File: config.mk
export PLATFORM = sky130hd
export DESIGN_NAME = fp_posit_acc_ctrl
export DESIGN_NICKNAME = d
export VERILOG_FILES = /design/src/rtl/fp_posit_pkg.sv /design/src/rtl/acc_done_edge.sv /design/src/rtl/fp_posit_acc_ctrl.sv
export SDC_FILE = /design/constraint.sdc
export NUM_CORES = 1
export LEC_CHECK = 0
export BUFFER_PORTS_ARGS = -buffer_cell sky130_fd_sc_hd__buf_4
export CORE_MARGIN = 2
export CORE_UTILIZATION = 43
export CTS_BUF_LIST = sky130_fd_sc_hd__clkbuf_8
export CTS_CLUSTER_SIZE = 8
export DETAILED_ROUTE_END_ITERATION = 16
export GPL_TIMING_DRIVEN = 0
export PLACE_DENSITY = 0.78
export SYNTH_ARGS = -nofsm -noshare
export SYNTH_HDL_FRONTEND = slang
export SYNTH_SLANG_ARGS = --single-unit
File: constraint.sdc
create_clock -name clk -period 2.2 [get_ports clk]
set_clock_uncertainty 0.1 [all_clocks]
set_input_delay 0.22 -clock clk [delete_from_list [all_inputs] [get_ports clk]]
set_output_delay 0.22 -clock clk [all_outputs]
set_load 0.05 [all_outputs]
File: src/rtl/fp_posit_pkg.sv
// Shared types and widths for the fp_posit accumulator sequencer.
package fp_posit_pkg;

  localparam int unsigned EXP_W       = 5;
  localparam int unsigned FRAC_W      = 14;
  localparam int unsigned ACC_W       = 32;
  localparam int unsigned LEN_W_DEF   = 5;
  localparam int unsigned TIMEOUT_DEF = 15;

  typedef enum logic [2:0] {
    IDLE   = 3'd0,
    FETCH  = 3'd1,
    ISSUE  = 3'd2,
    WAIT   = 3'd3,
    RESULT = 3'd4
  } state_t;

  // One product term as presented to the accumulator.
  typedef struct packed {
    logic              sign;
    logic [EXP_W-1:0]  expo;
    logic [FRAC_W-1:0] frac;
  } term_t;

endpackage

File: src/rtl/acc_done_edge.sv
// Rising-edge detector on the accumulator done level plus the per-term
// wait counter that flags a stuck accumulator.
module acc_done_edge #(
  parameter int unsigned TIMEOUT = fp_posit_pkg::TIMEOUT_DEF
) (
  input  logic clk,
  input  logic rst,
  input  logic acc_done,
  input  logic wait_en,
  input  logic clr,
  output logic done_rise_c,
  output logic timeout_c
);

  localparam int unsigned CNT_W = $clog2(TIMEOUT + 1);

  logic             acc_done_q;
  logic [CNT_W-1:0] wait_cnt_q;

  always_ff @(posedge clk or negedge rst) begin
    if (!rst) begin
      acc_done_q <= 1'b0;
      wait_cnt_q <= '0;
    end else begin
      acc_done_q <= acc_done;
      if (clr) begin
        wait_cnt_q <= '0;
      end else if (wait_en && !timeout_c) begin
        wait_cnt_q <= wait_cnt_q + CNT_W'(1);
      end
    end
  end

  // A level left high from the previous term must not count as completion.
  assign done_rise_c = acc_done & ~acc_done_q;
  assign timeout_c   = (wait_cnt_q == CNT_W'(TIMEOUT));

endmodule

File: src/rtl/fp_posit_acc_ctrl.sv
// Sequencer for the fp_posit_acc shift-and-add accumulator: one dot-product
// pass of cfg_len terms, owning the running sum fed back to the accumulator.
module fp_posit_acc_ctrl
  import fp_posit_pkg::*;
#(
  parameter int unsigned LEN_W   = LEN_W_DEF,
  parameter int unsigned TIMEOUT = TIMEOUT_DEF
) (
  input  logic              clk,
  input  logic              rst,
  input  logic              go,
  input  logic [LEN_W-1:0]  cfg_len,
  input  logic [EXP_W-1:0]  cfg_exp_set,
  input  logic              in_valid,
  output logic              in_ready,
  input  logic              in_sign,
  input  logic [EXP_W-1:0]  in_exp,
  input  logic [FRAC_W-1:0] in_frac,
  output logic              acc_start,
  output logic              acc_sign,
  output logic [EXP_W-1:0]  acc_exp_set,
  output logic [EXP_W-1:0]  acc_exp_in,
  output logic [FRAC_W-1:0] acc_fixed_in,
  output logic [ACC_W-1:0]  acc_fixed_acc,
  input  logic [ACC_W-1:0]  acc_fixed_out,
  input  logic [EXP_W-1:0]  acc_exp_out,
  input  logic              acc_done,
  output logic              res_valid,
  input  logic              res_ready,
  output logic [ACC_W-1:0]  res_sum,
  output logic [EXP_W-1:0]  res_exp,
  output logic              busy,
  output logic              err
);

  state_t             state_q, state_nx;
  term_t              term_q, term_nx;
  logic [LEN_W-1:0]   len_q, len_nx;
  logic [LEN_W-1:0]   count_q, count_nx;
  logic [LEN_W-1:0]   count_inc_c;
  logic [EXP_W-1:0]   exp_set_q, exp_set_nx;
  logic [ACC_W-1:0]   sum_q, sum_nx;
  logic               err_q, err_nx;
  logic               in_ready_q, in_ready_nx;
  logic               acc_start_q, acc_start_nx;
  logic               res_valid_q, res_valid_nx;
  logic               busy_q, busy_nx;
  logic               wait_en_c, clr_c;
  logic               done_rise_c, timeout_c;
  logic               unused_exp_out;

  // The result exponent is the captured shared exponent; the accumulator's copy is redundant.
  assign unused_exp_out = ^acc_exp_out;

  assign wait_en_c = (state_q == WAIT);
  assign clr_c     = (state_q == ISSUE);

  acc_done_edge #(
    .TIMEOUT (TIMEOUT)
  ) u_acc_done_edge (
    .clk         (clk),
    .rst         (rst),
    .acc_done    (acc_done),
    .wait_en     (wait_en_c),
    .clr         (clr_c),
    .done_rise_c (done_rise_c),
    .timeout_c   (timeout_c)
  );

  always_ff @(posedge clk or negedge rst) begin
    if (!rst) begin
      state_q     <= IDLE;
      term_q      <= '0;
      len_q       <= '0;
      count_q     <= '0;
      exp_set_q   <= '0;
      sum_q       <= '0;
      err_q       <= 1'b0;
      in_ready_q  <= 1'b0;
      acc_start_q <= 1'b0;
      res_valid_q <= 1'b0;
      busy_q      <= 1'b0;
    end else begin
      state_q     <= state_nx;
      term_q      <= term_nx;
      len_q       <= len_nx;
      count_q     <= count_nx;
      exp_set_q   <= exp_set_nx;
      sum_q       <= sum_nx;
      err_q       <= err_nx;
      in_ready_q  <= in_ready_nx;
      acc_start_q <= acc_start_nx;
      res_valid_q <= res_valid_nx;
      busy_q      <= busy_nx;
    end
  end

  assign count_inc_c = count_q + LEN_W'(1);

  always_comb begin
    state_nx   = state_q;
    term_nx    = term_q;
    len_nx     = len_q;
    count_nx   = count_q;
    exp_set_nx = exp_set_q;
    sum_nx     = sum_q;
    err_nx     = err_q;

    unique case (state_q)
      IDLE: begin
        if (go) begin
          len_nx     = cfg_len;
          exp_set_nx = cfg_exp_set;
          sum_nx     = '0;
          count_nx   = '0;
          err_nx     = 1'b0;
          state_nx   = (cfg_len == '0) ? RESULT : FETCH;
        end
      end
      FETCH: begin
        if (in_valid) begin
          term_nx  = '{sign: in_sign, expo: in_exp, frac: in_frac};
          state_nx = ISSUE;
        end
      end
      ISSUE: begin
        state_nx = WAIT;
      end
      WAIT: begin
        // A completion on the timeout cycle still counts.
        if (done_rise_c) begin
          sum_nx   = acc_fixed_out;
          count_nx = count_inc_c;
          state_nx = (count_inc_c == len_q) ? RESULT : FETCH;
        end else if (timeout_c) begin
          err_nx   = 1'b1;
          state_nx = RESULT;
        end
      end
      RESULT: begin
        if (res_ready) begin
          state_nx = IDLE;
        end
      end
      default: begin
        state_nx = IDLE;
      end
    endcase

    // Handshake/control outputs are registered copies of the next state.
    in_ready_nx  = (state_nx == FETCH);
    acc_start_nx = (state_nx == ISSUE);
    res_valid_nx = (state_nx == RESULT);
    busy_nx      = (state_nx != IDLE);
  end

  // Term and sum registers only change in FETCH/WAIT, so they are stable through ISSUE and WAIT.
  assign in_ready      = in_ready_q;
  assign acc_start     = acc_start_q;
  assign acc_sign      = term_q.sign;
  assign acc_exp_in    = term_q.expo;
  assign acc_fixed_in  = term_q.frac;
  assign acc_exp_set   = exp_set_q;
  assign acc_fixed_acc = sum_q;
  assign res_valid     = res_valid_q;
  assign res_sum       = sum_q;
  assign res_exp       = exp_set_q;
  assign busy          = busy_q;
  assign err           = err_q;

endmodule

# Yosys cells after proc, flatten, opt, wreduce, memory -nomap -nowiden
# Index checks and enable logic that the tools add are counted.
[op_classes] n_addsub=2 n_eq_ne=13 muxes=20 bitwise=2 n_reduce_logical=11
[op_table] operator="32-bit two-way mux" n=2
[op_table] operator="32-bit one-hot mux with 2 select lines" n=1
[op_table] operator="3-bit two-way mux" n=7
[op_table] operator="3-bit one-hot mux with 5 select lines" n=1
[op_table] operator="5-bit two-way mux" n=2
[op_table] operator="5-bit one-hot mux with 2 select lines" n=1
[op_table] operator="3-bit by 2-bit == test with 1-bit output (second input constant)" n=3
[op_table] operator="4-bit two-way mux" n=2
[op_table] operator="2-bit inequality test (second input constant)" n=4
[op_table] operator="3-bit by 1-bit == test with 1-bit output (second input constant)" n=2
[op_table] operator="3-bit == test (second input constant)" n=2
[op_table] operator="5-bit by 1-bit adder with 5-bit output (second input constant)" n=1
[op_table] operator="5-bit == test" n=1
[op_table] operator="5-bit logical NOT" n=1
[op_table] operator="4-bit by 1-bit adder with 4-bit output (second input constant)" n=1
[op_table] operator="4-bit == test (second input constant)" n=1
[op_table] operator="2-bit AND reduction" n=2
[op_table] operator="4-bit AND reduction" n=1
[op_table] operator="2-bit nonzero test" n=2
[op_table] operator="3-bit logical NOT" n=1
[op_table] operator="1-bit two-way mux" n=3
[op_table] operator="3-bit AND reduction" n=1
[op_table] operator="3-bit nonzero test" n=1
[op_table] operator="1-bit one-hot mux with 2 select lines" n=1
[op_table] operator="other kinds (4)" n=4
[word_totals] regBits=80 in_bits=73 out_inout_bits=99 word_cells=63

# Longest topological paths before layout
# Gate-level depths: netlist of run 1.
[logic_depth] depth_word=6 mapped_depth=5 depth_no_buf=5

# By module
# Synthesis of run 1 repeated with hierarchy kept, for this count alone.
[unflattened] hier_cells=354 area_unflattened_um2=3712.3
[by_module_without_submodules] mod="fp_posit_acc_ctrl" instances=1 cells_per_inst=332 area_per_inst_um2=3452.1 seq_area_each_um2=1876.8
[by_module_without_submodules] mod="acc_done_edge" instances=1 cells_per_inst=22 area_per_inst_um2=260.2 seq_area_each_um2=125.1

# Least setup slack after synthesis of run 1
# OpenSTA, ideal clock, no wires.
[synth_path] path_kind="register -> register" start="register u_acc_done_edge.wait_cnt_q[0]" end="register busy_q (netlist: busy)" setup_ps=138 arrival_time_ps=1879 path_slack_ps=83 stages_incl_launch_ff=6 path_buffers=0 period_less_slack_ps=2117 cell_sequence="dfrtp_1 ha_1 nand3_1 a311o_1 or4_1 or4b_1"
[synth_between] elab_chain_len=5
[synth_lines] item="start, declared" line="acc_done_edge.sv:18" text="logic [CNT_W-1:0] wait_cnt_q;"
[synth_lines] item="start signal, assigned" line="acc_done_edge.sv:29" text="wait_cnt_q <= wait_cnt_q + CNT_W'(1);"
[synth_lines] item="4-bit == test" line="acc_done_edge.sv:36" text="assign timeout_c = (wait_cnt_q == CNT_W'(TIMEOUT));"
[synth_lines] item="3-bit two-way mux" line="fp_posit_acc_ctrl.sv:135" text="end else if (timeout_c) begin"
[synth_lines] item="3-bit two-way mux" line="fp_posit_acc_ctrl.sv:131" text="if (done_rise_c) begin"
[synth_lines] item="3-bit one-hot mux with 5 select lines" line="fp_posit_acc_ctrl.sv:109" text="unique case (state_q)"
[synth_lines] item="net state_nx[1]" line="fp_posit_acc_ctrl.sv:36" text="state_t state_q, state_nx;"
[synth_lines] item="3-bit nonzero test" line="fp_posit_acc_ctrl.sv:154" text="busy_nx = (state_nx != IDLE);"
[synth_lines] item="net busy_nx" line="fp_posit_acc_ctrl.sv:47" text="logic busy_q, busy_nx;"
[synth_lines] item="end signal, assigned" line="fp_posit_acc_ctrl.sv:94" text="busy_q <= busy_nx;"
[synth_lines] item="end, declared" line="fp_posit_acc_ctrl.sv:47"
# The timed path passes the listed nets, and every way through them passes these cells.
# A chain may end at the register's enable or synchronous reset.

# Worst setup path after layout of run 1
[layout_path] start="register state_q[2]" end="register busy_q (netlist: busy)"
[layout_between] elab_cells_between_ends=12 classes_between="eq/ne: 4; mux: 6; reduce/logical: 2"
[layout_lines] item="start, declared" line="fp_posit_acc_ctrl.sv:36"
[layout_lines] item="start signal, assigned" line="fp_posit_acc_ctrl.sv:84" text="state_q <= state_nx;"
[layout_lines] item="3-bit == test (tied with other cells)" line="fp_posit_acc_ctrl.sv:109"
[layout_lines] item="3-bit one-hot mux with 5 select lines *" line="fp_posit_acc_ctrl.sv:109"
[layout_lines] item="net state_nx[1]" line="fp_posit_acc_ctrl.sv:36"
[layout_lines] item="3-bit nonzero test *" line="fp_posit_acc_ctrl.sv:154"
[layout_lines] item="net busy_nx" line="fp_posit_acc_ctrl.sv:47"
# Mark *: on every way through the listed nets, which the timed path passes. The rest lies on a longest branch.

==> metrics.csv, run 1 <==
stage,metric,value,unit
synth,synth_fp_nets,422,
pwr,leakagePower,2.91,nW
floorplanning,dieHeight,95.0,µm
run_status,status,"complete, no violations",
worst_setup_path,cp_data_required_time,2.31,ns
worst_setup_path,end_kind,register,
pwr,cellPowerDensity,1540,nW/µm²
worst_setup_path,r2r-start,state_q[2],
global_route,grt_pass1_vias,3302,
worst_hold_path,hold_class,input port to register,
global_route,gr-total-overflow,0,
worst_setup_path,cp_cell_sequence,and3b_4 -> a311o_1 -> or4_4 -> or4b_1,
floorplanning,die_area,9030,µm²
worst_setup_path,reg2reg_depth,4,
worst_setup_path,path_class,register to register,
floorplanning,ios,172,
place,hpwl,6.39,mm
place,portBuffers,166,
route,wl_met3,800,µm
place,pre_cts_ws,-0.333,ns
synth,yosysSeqAreaShare,0.562,
sta,slew-limit-headroom,0.337,
sta,worstMarginPinSlew,0.995,ns
cts,cts_tree,done,
finish,final_util,0.713,
global_route,grt_pass1_wl,15.5,mm
global_route,grt_usage,0.223,
job,drv_cap,0,
worst_setup_path,timing.rr.end,busy,
worst_setup_path,r2r_setup_slack,0.02,ns
worst_setup_path,crit_fanout,8,
finish,layout.nets,662,
floorplanning,start_util,0.438,
worst_setup_path,slowest_delay,0.48,ns
cts,cts.clk_slew.worst_paths,0.08,ns
cts,clk_latency,0.34,ns
sta,finalSetupViolations,0,
route,drc,0,
global_route,grt_start_max_net_pins,81,
place,finalWeightedCongestion,0.838,
cts,h-tree-depth,3,
sta,setup_slack,0.0169,ns
route,dr.pass1.iters,4,
floorplanning,core_area,8130,µm²
sta,fin_crit,2.18,ns
finish,layout-drive-gt1-share,0.432,
route,vias_per_cell,4.77,
route,drt-total-wl,10.1,mm
worst_setup_path,startpoint,state_q[2],
route,dr.first_iter.drc_count,98,
sta,slew_viol_final,0,
synth,synth_area,3560,µm²
cts,cts_sinks,80,
route,wl_met2,4.96,mm
sta,holdWs,0.00384,ns
worst_setup_path,cp-start-kind,register,
synth,syn_inst,347,
pwr,p_switching,4.48,mW
route,drt-met1-wl,4.15,mm
pwr,finalPower,8.94,mW
sta,post-route-period-util,0.992,
finish,syn2layout_area_growth,62.7,%
route,antenna_left,0,
cts,clock_path_buffers,2,
worst_setup_path,worst_path_max_delay_cell,or4b_1,
pwr,clkPwrFrac,0.120,
pwr,swShare,0.501,
synth,yosysWarnings,0,
pwr,pwr-share-comb,0.604,
pwr,p_int,4.46,mW
route,wl_per_cell,14.5,µm
synth,synth-seq-cells,80,
pwr,ir_drop,0.874,mV
finish,diodes,0,
cts,cts-root-buf,clkbuf_8,
cts,numCtsBuffers,9,
worst_setup_path,endpoint,busy,
synth,ys_types,34,
floorplanning,rows,33,
pwr,seq_power_share,0.277,
route,routed.top_layer,met4,
worst_setup_path,cp_data_arrival_time,2.30,ns
route,vias,3328,
sta,rsz0062_at_grt,true,
floorplanning,die_x,95.0,µm
global_route,antenna_found_initial,0,
sta,finalHoldViolCount,0,
sta,fmax,458,MHz
synth,avgSynthCellArea,10.3,µm²
[cell usage in the layout (no fill, tap or decap), drive strengths merged, types with 3 or more instances in the layout]
cell	synthesis	routed
o21ai	37	37
nand3	5	5
nand2	101	101
nor3	3	3
clkinv	0	3
buf	39	206
nand2b	4	4
nor2	4	4
xor2	5	5
dlygate4sd3	0	60
clkbuf	13	25
xnor2	5	5
dfrtp	80	80
a21oi	4	4
mux2	21	21
[per-layer routing]
| layer | up-vias | GRT usage |
|---|---|---|
| met2 | 151 | 0.375 |
| met3 | 17 | 0.0522 |
| met1 | 1566 | 0.273 |
| met5 | - | 0 |
| li1 | 1594 | - |
| met4 | 0 | 0.100 |
[final cells by class]
| class | count | area (µm²) |
|---|---|---|
| clock buffer | 10 | 138 |
| buffer | 52 | 340 |
| fill | 576 | 2340 |
| multi-input combinational | 215 | 1250 |
| clock inverter | 6 | 60.1 |
| tap | 105 | 131 |
| timing repair buffer | 229 | 1870 |
| sequential | 80 | 2010 |
[registers in the layout, indices dropped and copies added (netlist names)]
name and count:
acc_fixed_acc 32, acc_fixed_in 14, acc_exp_in 5, acc_exp_set 5
count_q 5, len_q 5, u_acc_done_edge.wait_cnt_q 4, state_q 3
acc_sign 1, acc_start 1, busy 1, err 1
in_ready 1, res_valid 1, u_acc_done_edge.acc_done_q 1
[stage by stage]
| stage | TNS, ns | instance area, µm² | std cells |
|---|---|---|---|
| 6_report | 0 | 5800 | 697 |
| 5_1_grt | -0.0425 | 5800 | 697 |
| 4_1_cts | 0 | 5760 | 695 |
| 3_5_place_dp | -4.51 | 4940 | 618 |
| 3_3_place_gp | -2.52 | 4940 | 618 |
| 2_1_floorplan | 0 | 3560 | 347 |
[what timing repair did]
action                                  4_1_cts  5_1_grt
endpoints found under the setup margin       21       22
hold endpoints to repair                    139        0
pin swaps                                     0        2
resized for setup                             5        8
buffers inserted                              1        2
hold buffers                                 60        0
[worst max-delay path: cells and delay by family (launching register included)]
family | cells | cell delay (ns)
DFF | 1 | 0.44
AOI/OAI and AO/OA | 1 | 0.36
and+or+nand+nor | 3 | 1.15
[kinds of logic (layout without fill, tap and decap cells)]
group / count (synthesis) / count (layout) / synth area share
flip-flops: 80 / 80 / 0.562
AND/OR/NAND/NOR: 135 / 135 / 0.169
adder cells (fa/ha/maj): 2 / 2 / 0.00702
multiplexers: 21 / 21 / 0.0664
XOR/XNOR: 11 / 11 / 0.0309
AO/OA/AOI/OAI: 46 / 46 / 0.0699
buffers and inverters: 52 / 297 / 0.0945
[worst min path at each step]
stage                                 start                    endpoint  slack, ns  cells after the start
final                     acc_fixed_out[13]           acc_fixed_acc[13]      0.004                      3
after global routing      acc_fixed_out[13]           acc_fixed_acc[13]       0.01                      3
after CTS                        in_frac[6]             acc_fixed_in[6]   0.000004                      2
after detailed placement           acc_done  u_acc_done_edge.acc_done_q       0.25                      1
after global placement             acc_done  u_acc_done_edge.acc_done_q       0.25                      1
after floorplan                         rst               acc_exp_in[0]      -0.18                      0
[synthesized netlist by cell type]
| cell | number | area share |
|---|---|---|
| or3b_2 | 1 | 0.0025 |
| and3_1 | 2 | 0.0035 |
| buf_2 | 2 | 0.0028 |
| dfrtp_1 | 80 | 0.56 |
| a311o_1 | 1 | 0.0028 |
| nand2b_1 | 4 | 0.0070 |
| clkbuf_1 | 13 | 0.014 |
| nor2b_1 | 1 | 0.0018 |
| buf_4 | 37 | 0.078 |
| nor2_1 | 4 | 0.0042 |
| a22o_1 | 1 | 0.0025 |
| nand4_1 | 1 | 0.0018 |
| ha_1 | 2 | 0.0070 |
| nor4_1 | 1 | 0.0018 |
| nor3b_1 | 2 | 0.0042 |
| a21o_1 | 1 | 0.0021 |
| and3b_4 | 1 | 0.0035 |
| xnor2_1 | 5 | 0.012 |
| nand3b_1 | 1 | 0.0021 |
| nor4bb_1 | 1 | 0.0028 |
| o41ai_1 | 1 | 0.0025 |
| and2_0 | 1 | 0.0018 |
| xor2_1 | 5 | 0.012 |
| o21ai_0 | 37 | 0.052 |
| mux2_2 | 21 | 0.066 |
| nand2_1 | 101 | 0.11 |
| nor4b_1 | 2 | 0.0049 |
| a21oi_1 | 4 | 0.0056 |
| nor3_1 | 3 | 0.0042 |
| nand3_1 | 5 | 0.0070 |
| or4b_1 | 2 | 0.0056 |
| o32ai_1 | 1 | 0.0025 |
| or4_1 | 2 | 0.0042 |
| xnor3_1 | 1 | 0.0063 |
[power by group through the flow]
| stage | sequential [mW] | clock (mW) | combinational (mW) |
|---|---|---|---|
| floorplan | 3.99 | 0 | 2.15 |
| global placement | 2.45 | 0 | 5.15 |
| detailed placement | 2.48 | 0 | 5.21 |
| CTS | 2.46 | 1.10 | 5.32 |
| global route | 2.54 | 1.17 | 5.67 |
| finish | 2.47 | 1.07 | 5.40 |
(Power assumes the default switching activity.)
==> run 2: changes to the inputs <==
Settings changed: CORE_UTILIZATION 43 to 48, PLACE_DENSITY 0.78 to 0.82, SETUP_SLACK_MARGIN set to 0.2, SYNTH_HIERARCHICAL set to 1.
Clock period 2.2 ns to 2.5 ns, I/O delays scaled along.
==> metrics.csv, run 2 <==
stage,metric,value,unit
run_status,status,"complete, but fails checks",
run_status,failed_checks,hold timing,
floorplanning,ios,172,
synth,ys_types,44,
cts,clock_path_buffers,2,
worst_setup_path,cp_data_arrival_time,2.19,ns
floorplanning,die_area,8450,µm²
worst_setup_path,timing.rr.end,in_ready,
route,routed.top_layer,met4,
place,finalWeightedCongestion,0.753,
synth,yosysWarnings,6,
global_route,antenna_found_initial,0,
route,drt-total-wl,9.52,mm
cts,cts_tree,done,
worst_setup_path,slowest_delay,0.52,ns
cts,clk_latency,0.35,ns
synth,post-synth-top-area-cell,dfrtp_1,
worst_setup_path,worst_path_max_delay_cell,dlygate4sd3_1,
worst_setup_path,reg2reg_depth,6,
worst_setup_path,cp_data_required_time,2.63,ns
sta,post-route-period-util,0.826,
finish,final_area,5580,µm²
synth,ys_top_cells_by_count,"nand2_1 (99), dfrtp_1 (80), buf_4 (39)",
route,drc,0,
route,wl_met3,573,µm
sta,worstMarginPinSlew,0.991,ns
route,dr.pass1.iters,4,
cts,cts.clk_slew.worst_paths,0.08,ns
route,wl_per_cell,14.2,µm
synth,synth.top_cell.area_share,0.539,
sta,holdWs,-0.0243,ns
finish,mostFrequentLayoutCells,"buf_4 (205), nand2_1 (99), dfrtp_1 (80)",
global_route,grt_pass1_vias,3268,
finish,layout-drive-gt1-share,0.460,
synth,yosysSeqAreaShare,0.539,
worst_setup_path,path_class,input port to register,
synth,synth.most_common_cell,nand2_1,
job,drv_cap,0,
global_route,grt_pass1_wl,15.5,mm
global_route,grt_usage,0.231,
synth,avgSynthCellArea,10.5,µm²
sta,rsz0062_at_grt,false,
floorplanning,core_area,7610,µm²
worst_setup_path,cp-start-kind,input port,
place,place_area,5090,µm²
cts,cts_sinks,80,
route,vias_per_cell,4.84,
finish,final_common_cell,buf_4,
sta,fmax,484,MHz
synth,synth_edf_count,0,
finish,diodes,0,
synth,synth_ff_type,dfrtp_1,
finish,largest_register_ffs,32,
cts,h-tree-depth,3,
synth,syn_inst,354,
worst_hold_path,hold_class,input port to async pin,
finish,layout.nets,640,
place,portBuffers,166,
worst_setup_path,endpoint,acc_fixed_acc[10],
cts,post_cts_resized,0,
floorplanning,start_util,0.488,
route,antenna_left,0,
cts,numCtsBuffers,9,
worst_setup_path,startpoint,acc_done,
finish,syn2layout_area_growth,50.3,%
floorplanning,die_x,91.9,µm
synth,synth_area,3710,µm²
sta,fin_crit,2.07,ns
sta,finalHoldViolCount,43,
worst_setup_path,r2r-start,u_acc_done_edge/wait_cnt_q[0],
synth,synth_area_leaders,"dfrtp_1 (54%), nand2_1 (10%), buf_4 (7.9%), mux2_2 (6.1%), nand3_1 (4.4%)",
cts,cts-root-buf,clkbuf_8,
worst_setup_path,end_kind,register,
worst_setup_path,r2r_setup_slack,0.57,ns
floorplanning,rows,32,
worst_setup_path,crit_fanout,10,
finish,fill_cells,528,
worst_setup_path,cp_cell_sequence,dlygate4sd3_1 -> buf_4 -> nor2b_1 -> nand4b_1 -> clkbuf_1 -> nand3_1 -> nand2_1,
sta,slew_viol_final,0,
route,wl_met2,5.01,mm
synth,synth_fp_nets,429,
route,dr.first_iter.drc_count,133,
route,vias,3250,
sta,fin_setup_tns,0,ns
global_route,grt_start_max_net_pins,81,
place,hpwl,6.56,mm
synth,synth-seq-cells,80,
route,drt-met1-wl,3.77,mm
synth,synthArstFlopShare,1.00,
floorplanning,dieHeight,91.9,µm
global_route,gr-total-overflow,0,
sta,finalSetupViolations,0,
sta,slew-limit-headroom,0.339,
-- run 2: through the flow --
step / setup WS, ns / hold WS (ns) / util / instances
4_1_cts: 0.417 / 0.0000614 / 0.734 / 671
3_5_place_dp: 0.590 / 0.275 / 0.669 / 622
3_3_place_gp: 0.601 / 0.270 / 0.669 / 622
6_report: 0.434 / -0.0243 / 0.734 / 671
5_1_grt: 0.210 / 0.00347 / 0.734 / 671
2_1_floorplan: 0.750 / -0.146 / - / 354
-- run 2: cells by family after synthesis --
family / after synthesis / share of synthesized area
buffers and inverters: 58 / 0.102
AO/OA/AOI/OAI: 15 / 0.0253
flip-flops: 80 / 0.539
adder cells (fa/ha/maj): 2 / 0.00674
AND/OR/NAND/NOR: 169 / 0.229
multiplexers: 23 / 0.0701
XOR/XNOR: 7 / 0.0276
-- run 2: worst min-delay path by stage --
stage / slack [ns] / endpoint / depth (start not counted)
2_1_floorplan: -0.15 / acc_exp_in[0] / 0
3_3_place_gp: 0.27 / u_acc_done_edge/acc_done_q / 1
3_5_place_dp: 0.28 / u_acc_done_edge/acc_done_q / 1
4_1_cts: 0.00006 / acc_fixed_acc[1] / 3
5_1_grt: 0.003 / acc_fixed_acc[1] / 3
6_report: -0.02 / acc_exp_in[3] / 1
-- run 2: what timing repair did --
item | in CTS | in global routing
hold buffers | 34 | 0
setup buffers | 0 | 0
hold endpoints to repair | 34 | 0
-- run 2: layer usage --
layer | vias up | track usage
li1 | 1561 | -
met1 | 1551 | 0.287
met2 | 123 | 0.401
met3 | 15 | 0.0419
met4 | 0 | 0.0883
met5 | - | 0
-- run 2: area by class of cell --
type / count / area (µm²) / area share
tap: 102 / 128 / 0.0229
buffer: 55 / 368 / 0.0659
sequential: 80 / 2000 / 0.359
multi-input combinational: 216 / 1330 / 0.239
clock buffer: 9 / 124 / 0.0222
inverter: 3 / 11.3 / 0.00202
timing repair buffer: 200 / 1590 / 0.284
clock inverter: 6 / 30.0 / 0.00538
-- run 2: critical path, delay by kind of cell --
family	cells	cell delay, ns
and+or+nand+nor	4	0.98
buffers and inverters	3	0.96
Power of run 2 is not shown: default switching activity piles up to over one toggle a cycle in this logic, so the estimate is an artifact.
